===== src/rtl/lsu_sequencer.sv =====
// lsu_sequencer
// Multi-cycle load/store sequencer between the core and a handshaked data
// memory. A request carries a 6-bit load/store code (lb..sw), an effective byte
// address and store data. It becomes one aligned 32-bit memory transaction with
// byte enables, and the core is stalled until that transaction completes.
// Loads return sign- or zero-extended data. Misaligned accesses finish with
// err=01 and never reach memory.
//
// Optional feature: define LSU_TIMEOUT_EN to abort a memory request with
// err=10 once TIMEOUT_CYCLES cycles have passed without mem_ready.
//
// Ports
//   clk, rst                   rising-edge clock; asynchronous active-high reset
//   start, ctrl_code           request strobe (sampled in IDLE only) and code
//   addr, store_data           effective byte address, rs2 value
//   mem_req/we/addr/be/wdata   memory request, held stable while waiting
//   mem_rdata, mem_ready       memory response; completes on the sampled edge
//   stall                      hold the core this cycle
//   done, load_data, err       one-cycle completion pulse with result/status
module lsu_sequencer #(
    parameter int ADDR_W         = 32,
    parameter int TIMEOUT_CYCLES = 16
) (
    input  logic              clk,
    input  logic              rst,
    input  logic              start,
    input  logic [5:0]        ctrl_code,
    input  logic [ADDR_W-1:0] addr,
    input  logic [31:0]       store_data,
    output logic              mem_req,
    output logic              mem_we,
    output logic [ADDR_W-1:0] mem_addr,
    output logic [3:0]        mem_be,
    output logic [31:0]       mem_wdata,
    input  logic [31:0]       mem_rdata,
    input  logic              mem_ready,
    output logic              stall,
    output logic              done,
    output logic [31:0]       load_data,
    output logic [1:0]        err
);

    localparam logic [1:0] IDLE   = 2'd0;
    localparam logic [1:0] REQ    = 2'd1;
    localparam logic [1:0] DONE_S = 2'd2;

    localparam logic [5:0] C_LB  = 6'b010011;
    localparam logic [5:0] C_LH  = 6'b010100;
    localparam logic [5:0] C_LW  = 6'b010101;
    localparam logic [5:0] C_LBU = 6'b010110;
    localparam logic [5:0] C_LHU = 6'b010111;
    localparam logic [5:0] C_SB  = 6'b011000;
    localparam logic [5:0] C_SH  = 6'b011001;
    localparam logic [5:0] C_SW  = 6'b011010;

    logic [1:0]  state_reg;
    logic [5:0]  code_reg;
    logic [1:0]  off_reg;
`ifdef LSU_TIMEOUT_EN
    logic [7:0]  wait_cnt_reg;
`endif

    // Decode of the incoming request
    logic        code_valid;
    logic        code_store;
    logic        misaligned;
    logic [3:0]  be_next;
    logic [31:0] wdata_next;

    always_comb begin
        code_valid = (ctrl_code >= C_LB) && (ctrl_code <= C_SW);
        code_store = (ctrl_code == C_SB) || (ctrl_code == C_SH) || (ctrl_code == C_SW);
        misaligned = 1'b0;
        be_next    = 4'b1111;
        wdata_next = store_data;
        case (ctrl_code)
            C_LH, C_LHU: misaligned = addr[0];
            C_LW:        misaligned = (addr[1:0] != 2'b00);
            C_SB: begin
                be_next    = 4'b0001 << addr[1:0];
                wdata_next = {4{store_data[7:0]}};
            end
            C_SH: begin
                misaligned = addr[0];
                be_next    = addr[1] ? 4'b1100 : 4'b0011;
                wdata_next = {2{store_data[15:0]}};
            end
            C_SW:    misaligned = (addr[1:0] != 2'b00);
            default: ;
        endcase
    end

    // Load extraction from the returning word, using the latched code/offset
    logic [7:0]  byte_sel;
    logic [15:0] half_sel;
    logic [31:0] load_ext;

    always_comb begin
        byte_sel = mem_rdata[{off_reg, 3'b000} +: 8];
        half_sel = mem_rdata[{off_reg[1], 4'b0000} +: 16];
        case (code_reg)
            C_LB:    load_ext = {{24{byte_sel[7]}}, byte_sel};
            C_LBU:   load_ext = {24'd0, byte_sel};
            C_LH:    load_ext = {{16{half_sel[15]}}, half_sel};
            C_LHU:   load_ext = {16'd0, half_sel};
            default: load_ext = mem_rdata;
        endcase
    end

    logic code_reg_store;
    assign code_reg_store = (code_reg == C_SB) || (code_reg == C_SH) || (code_reg == C_SW);

    always_ff @(posedge clk or posedge rst) begin
        if (rst) begin
            state_reg    <= IDLE;
            code_reg     <= 6'd0;
            off_reg      <= 2'd0;
            mem_we       <= 1'b0;
            mem_addr     <= '0;
            mem_be       <= 4'd0;
            mem_wdata    <= 32'd0;
            load_data    <= 32'd0;
            err          <= 2'b00;
`ifdef LSU_TIMEOUT_EN
            wait_cnt_reg <= 8'd0;
`endif
        end else begin
            case (state_reg)
                IDLE: begin
                    if (start && code_valid) begin
                        code_reg <= ctrl_code;
                        off_reg  <= addr[1:0];
                        if (misaligned) begin
                            err       <= 2'b01;
                            state_reg <= DONE_S;
                        end else begin
                            mem_we       <= code_store;
                            mem_addr     <= {addr[ADDR_W-1:2], 2'b00};
                            mem_be       <= be_next;
                            mem_wdata    <= wdata_next;
                            state_reg    <= REQ;
`ifdef LSU_TIMEOUT_EN
                            wait_cnt_reg <= 8'd0;
`endif
                        end
                    end
                end
                REQ: begin
                    if (mem_ready) begin
                        if (!code_reg_store) begin
                            load_data <= load_ext;
                        end
                        err       <= 2'b00;
                        state_reg <= DONE_S;
                    end
`ifdef LSU_TIMEOUT_EN
                    // This cycle is the TIMEOUT_CYCLES-th one without mem_ready.
                    else if (int'(wait_cnt_reg) + 1 >= TIMEOUT_CYCLES) begin
                        err       <= 2'b10;
                        state_reg <= DONE_S;
                    end else begin
                        wait_cnt_reg <= wait_cnt_reg + 8'd1;
                    end
`endif
                end
                DONE_S:  state_reg <= IDLE;
                default: state_reg <= IDLE;
            endcase
        end
    end

    assign mem_req = (state_reg == REQ);
    assign done    = (state_reg == DONE_S);
    assign stall   = ((state_reg == IDLE) && start && code_valid) || (state_reg == REQ);

endmodule


===== config.mk =====
export PLATFORM = sky130hd
export DESIGN_NAME = lsu_sequencer
export DESIGN_NICKNAME = d
export VERILOG_FILES = /design/src/rtl/lsu_sequencer.sv
export SDC_FILE = /design/constraint.sdc
export NUM_CORES = 1
export LEC_CHECK = 0
export ABC_AREA = 0
export CORE_MARGIN = 8
export CORE_UTILIZATION = 40
export DETAILED_ROUTE_END_ITERATION = 12
export PLACE_DENSITY = 0.84
export SLEW_MARGIN = 20
export SYNTH_ARGS = -nofsm -noshare
export SYNTH_HDL_FRONTEND = slang
export SYNTH_SLANG_ARGS = --single-unit

===== constraint.sdc =====
create_clock -name clk -period 11.3 [get_ports clk]
set_clock_uncertainty 0.2 [all_clocks]
set_input_delay 2.26 -clock clk [delete_from_list [all_inputs] [get_ports clk]]
set_output_delay 2.26 -clock clk [all_outputs]
set_load 0.02 [all_outputs]

# Word-level counts from Yosys, hierarchy flattened
# Cells that the tools add are included.
# Widths: inputs -> output; s select.
[totals]
regBits = 111
output_inout_bits = 106
input_bits = 106
[classes]
n_bitwise = 2
reduce_logical = 19
shifts = 3
magnitude_cmp = 2
n_mux = 13
n_eq_ne = 18
[ops]
columns = ["op", "n"]
rows = [
  ["$pmux 32 s4", 1],
  ["$eq 6x5->1 const B", 13],
  ["$pmux 32 s2", 1],
  ["$shiftx 32x6->16", 1],
  ["$shiftx 32x6->8", 1],
  ["$mux 2", 6],
  ["$pmux 2 s2", 2],
  ["$pmux 4 s2", 1],
  ["$ge 6x5->1 const B", 1],
  ["$le 6x5->1 const B", 1],
  ["$reduce_and 3->1", 2],
  ["$logic_or 1x1->1", 5],
  ["$logic_and 1x1->1", 4],
  ["$mux 4", 1],
  ["$ne 2x2->1 const B", 2],
  ["$reduce_and 2->1", 2],
  ["$reduce_and 4->1", 1],
  ["$reduce_bool 2->1", 2],
  ["$shl 1x2->4 const A", 1],
  ["$reduce_or 3->1", 1],
  ["$eq 2x1->1 const B", 1],
  ["$eq 2x2->1 const B", 1],
  ["$logic_not 2->1", 1],
  ["$ne 2x1->1 const B", 1],
  ["other kinds (3)", 4],
]

# Logic depth before layout (Yosys ltp)
[depth]
ltp_word = 6
ltp_mapped = 8
ltp_nobuf = 6

# Least setup slack after synthesis
# No wires, ideal clock.
[synth_path]
kind = "in2out"
from = "input ctrl_code[0]"
to = "output stall"
path_slack_ns = 5.587
n_path_buf = 2
stages = 5
arrival_ns = 3.253
path_cell_list = "buf_2 a31o_1 a221o_1 buf_4 nand2_1"
[synth_via]
elab_chain_len = 4
[synth_lines]
columns = ["element", "line", "source"]
rows = [
  ["start, declared", "27", "input logic [5:0] ctrl_code,"],
  ["$ge 6x5->1 / $le 6x5->1 (equally long branches)", "71", "code_valid = (ctrl_code >= C_LB) && (ctrl_code <= C_SW);"],
  ["$logic_and 1x1->1 (*)", "71", ""],
  ["$logic_and 1x1->1 (*)", "174", "assign stall = ((state_reg == IDLE) && start && code_valid) || (state_reg == REQ);"],
  ["$logic_or 1x1->1 (*)", "174", ""],
  ["end, declared", "37", "output logic stall,"],
]
# Every way passes the cells marked *; elsewhere a longest branch is shown, timed or not.

# Worst setup path after layout
[layout_path]
from = "input ctrl_code[1]"
to = "output stall"
# Same word-level chain as after synthesis.

==> metrics.md <==
| Metric | Value |
|---|---|
| Status | `finished, final reports clean` |
| Largest regs | `load_data x32, mem_wdata x32, mem_addr x30` |
| Final Worst Setup Slack | `4410 ps` |
| Vias | `4,459` |
| Register area share after synthesis | `about 50%` |
| Final min period | `roughly 7000 ps` |
| Worst slew pin tran | `837.9 ps` |
| Largest net degree at the start of global routing | `66` |
| Max-slew headroom | `44.14%` |
| RD Place Congestion | `approximately 0.84` |
| Count of different cell masters after synthesis | `52` |
| Bufs on Longest Clock Path | `2` |
| CTS tree | `built` |
| First-pass GRT wire length | `26,190 um` |
| F_max | `145.1 MHz` |
| Final-report max-slew violation count | `0` |
| Layout fillers | `1,061` |
| Final core occ | `59.75%` |
| Setup Buffers After CTS | `0` |
| Share of cells above drive strength 1 | `a little under a fifth` |
| Vias in the first global route | `4,927` |
| Post-Synthesis Cells | `468` |
| Area taken by multi-input logic gates | `2497 sq um` |
| Via/cell ratio | `roughly 5.3` |
| Clock Latency Late Sink | `350 ps` |
| Top post-synthesis cells by count | `dfrtp_1 (110), mux2_2 (60), nor2_1 (45), nand2_1 (36), mux2_4 (30)` |
| P_leak | `approximately 3.3 nW` |
| Die width | `133.1 um` |
| DRC errors left | `0` |
| Initial antenna violation count | `0` |
| Die ar. | `approximately 18,000 sq um` |
| Post-route ant nets | `0` |
| Clk sink count | `110` |
| Critical Path End Type | `output port` |
| CTS H-tree lvls | `3` |
| Worst endpoint data arrival time | `approximately 4400 ps` |
| WS Path Type | `primary input to output port` |
| Setup WS pre-CTS | `between 4000 and 5000 ps` |
| Hold Vio Cnt, Final | `0` |
| YS warnings | `0` |
| Total CTS buffers | `9` |
| VDD IR-drop max | `0.1100 mV` |
| DRT Pass-1 Iters | `5` |
| Top-area cell type share of the netlist area | `50.17%` |
| Cts-stage hold buffer count | `0` |
| Gr ovfl total | `0` |
| Reg2reg path depth | `6` |
| DRT Wirelength | `16,560 um` |
| Synthesized area | `5487 sq um` |
| CP most frequent cell | `clkdlybuf4s50_1` |
| Worst Hold Depth | `1` |
| Core area | `13,300 sq um` |
| Dpl hpwl | `12,490 um` |
| HP Class | `flip-flop to flip-flop` |
| EDFF count, synth | `0` |
| Async S/R FF share, synth | `100.0%` |
| Post-cts resize count | `0` |
| Initial DRC count | `260` |
| Setup TNS | `0 ps` |
| Prevailing post-synth register cell | `dfrtp_1` |
| Synthesized area per cell | `11.72 sq um` |
| Final Setup Violations | `0` |
| Yosys top cell by area | `dfrtp_1` |
| Initial Util | `41.27%` |
| Buf/Inv on CP | `2` |
| Worst path cell trace | `clkdlybuf4s50_1, a31o_1, a221o_1, nand2_1, clkdlybuf4s50_1` |
| DIE HEIGHT | `approximately 130 um` |
| CP max stage cell | `clkdlybuf4s50_1` |
| Top post-synthesis cells by area | `dfrtp_1 (50%), mux2_2 (12%), mux2_4 (8.2%)` |
| P&R area growth vs syn | `44.79%` |
| Row cnt | `42` |
| Worst-path maximum fanout | `9` |
| Final Cycle Share | `60.98%` |
| Routed wire per std cell | `19.64 um` |
| Post-synthesis register bit count | `110` |
| Max Cap Viol | `0` |
| Nets | `768` |
| I/O pin count | `212` |
| GRT Total Usage | `18.58%` |
| Worst EP required | `8840 ps` |
| Overall power | `1.705 mW` |
| N_diodes | `0` |
| Crit start category | `primary input` |
| Top delay family on crit path | `buffers and inverters` |
| WP depth | `5` |
| Root Driver | `clkbuf_16` |
| Max stage delay on crit path | `620 ps` |
| Top-count cell post-synth | `dfrtp_1` |
| Power per cell area | `~210 nW/um^2` |
| RSZ-0062 raised after global routing | `false` |
| # port buffers | `around 210` |
| Reg area | `between 2000 and 3000 sq um` |
| Clock-pin slew on the worst setup and hold paths | `70 ps` |
## stage by stage
stage	std cells	hold slack, ps	area (sq um)
detailed placement	827	257.0	7634
CTS	843	277.4	7940
finish	843	279.4	7944
global placement	827	265.7	7634
global route	843	304.4	7944
floorplan	470	239.2	5494
## placed cells by master (no fill, tap or decap), types with 2 or more instances in the layout
master           Yosys  layout
dfrtp_1            110     110
o21ai_0             17      17
nor2_1              45      45
mux2i_1             14      14
mux4_2               2       2
buf_4                7       5
nor4bb_1             2       2
o22a_1               8       8
clkbuf_16            0       9
nand2b_1             5       5
nor2b_1              4       4
conb_1               1       3
a31oi_1             16      16
inv_6                0       2
nand4_1              3       3
inv_1               12      11
a221oi_1             3       3
mux2_4              30      30
o221ai_1             6       6
o22ai_1              6       6
a21oi_1             18      17
a22o_1               7       7
clkdlybuf4s50_1      0     208
mux2_2              60      60
clkinvlp_4           0       2
nand3_1              7       7
nand2_1             36      36
## cell type report
class / instances / share of cell area, %
clock buffer: 10 / 3.008
clock inverter: 6 / 0.8505
inverter: 12 / 0.5985
multi-input combinational: 316 / 31.44
sequential: 110 / 34.65
tap: 176 / 2.772
timing repair buffer: 213 / 26.68
## path summary, 6_finish.rpt
kind | start | endpoint | slack [ps]
min reg2reg | code_reg[4] | code_reg[4] | 280
min | code_reg[4] | code_reg[4] | 280
max in group asynchronous | rst | mem_addr[22] | 7540
max reg2reg | state_reg[1] | mem_we | 7970
min in group asynchronous | rst | mem_wdata[29] | 2110
max | ctrl_code[1] | stall | 4410
## routing by layer
| layer | routed length (um) | GRT usage (%) | vias up |
|---|---|---|---|
| met5 | 0 | 0 | - |
| met4 | 402 | 8.359 | 0 |
| met3 | 2025 | 8.308 | 29 |
| met2 | 7430 | 28.88 | 244 |
| met1 | 6699 | 21.72 | 2115 |
| li1 | - | - | 2071 |
## kinds of logic after synthesis
logic type / share of synthesized area, %
compound gates: 11.24
xor+xnor: 0.3193
buf+inv: 4.720
flops: 50.17
mux: 23.90
other cells: 0.06835
simple gates: 9.578
## power by group
group / switching (mW) / internal [mW]
clock: 0.150 / 0.179
combinational: 0.361 / 0.394
sequential: 0.0955 / 0.525
No activity file was read; power rests on OpenSTA's default activity.
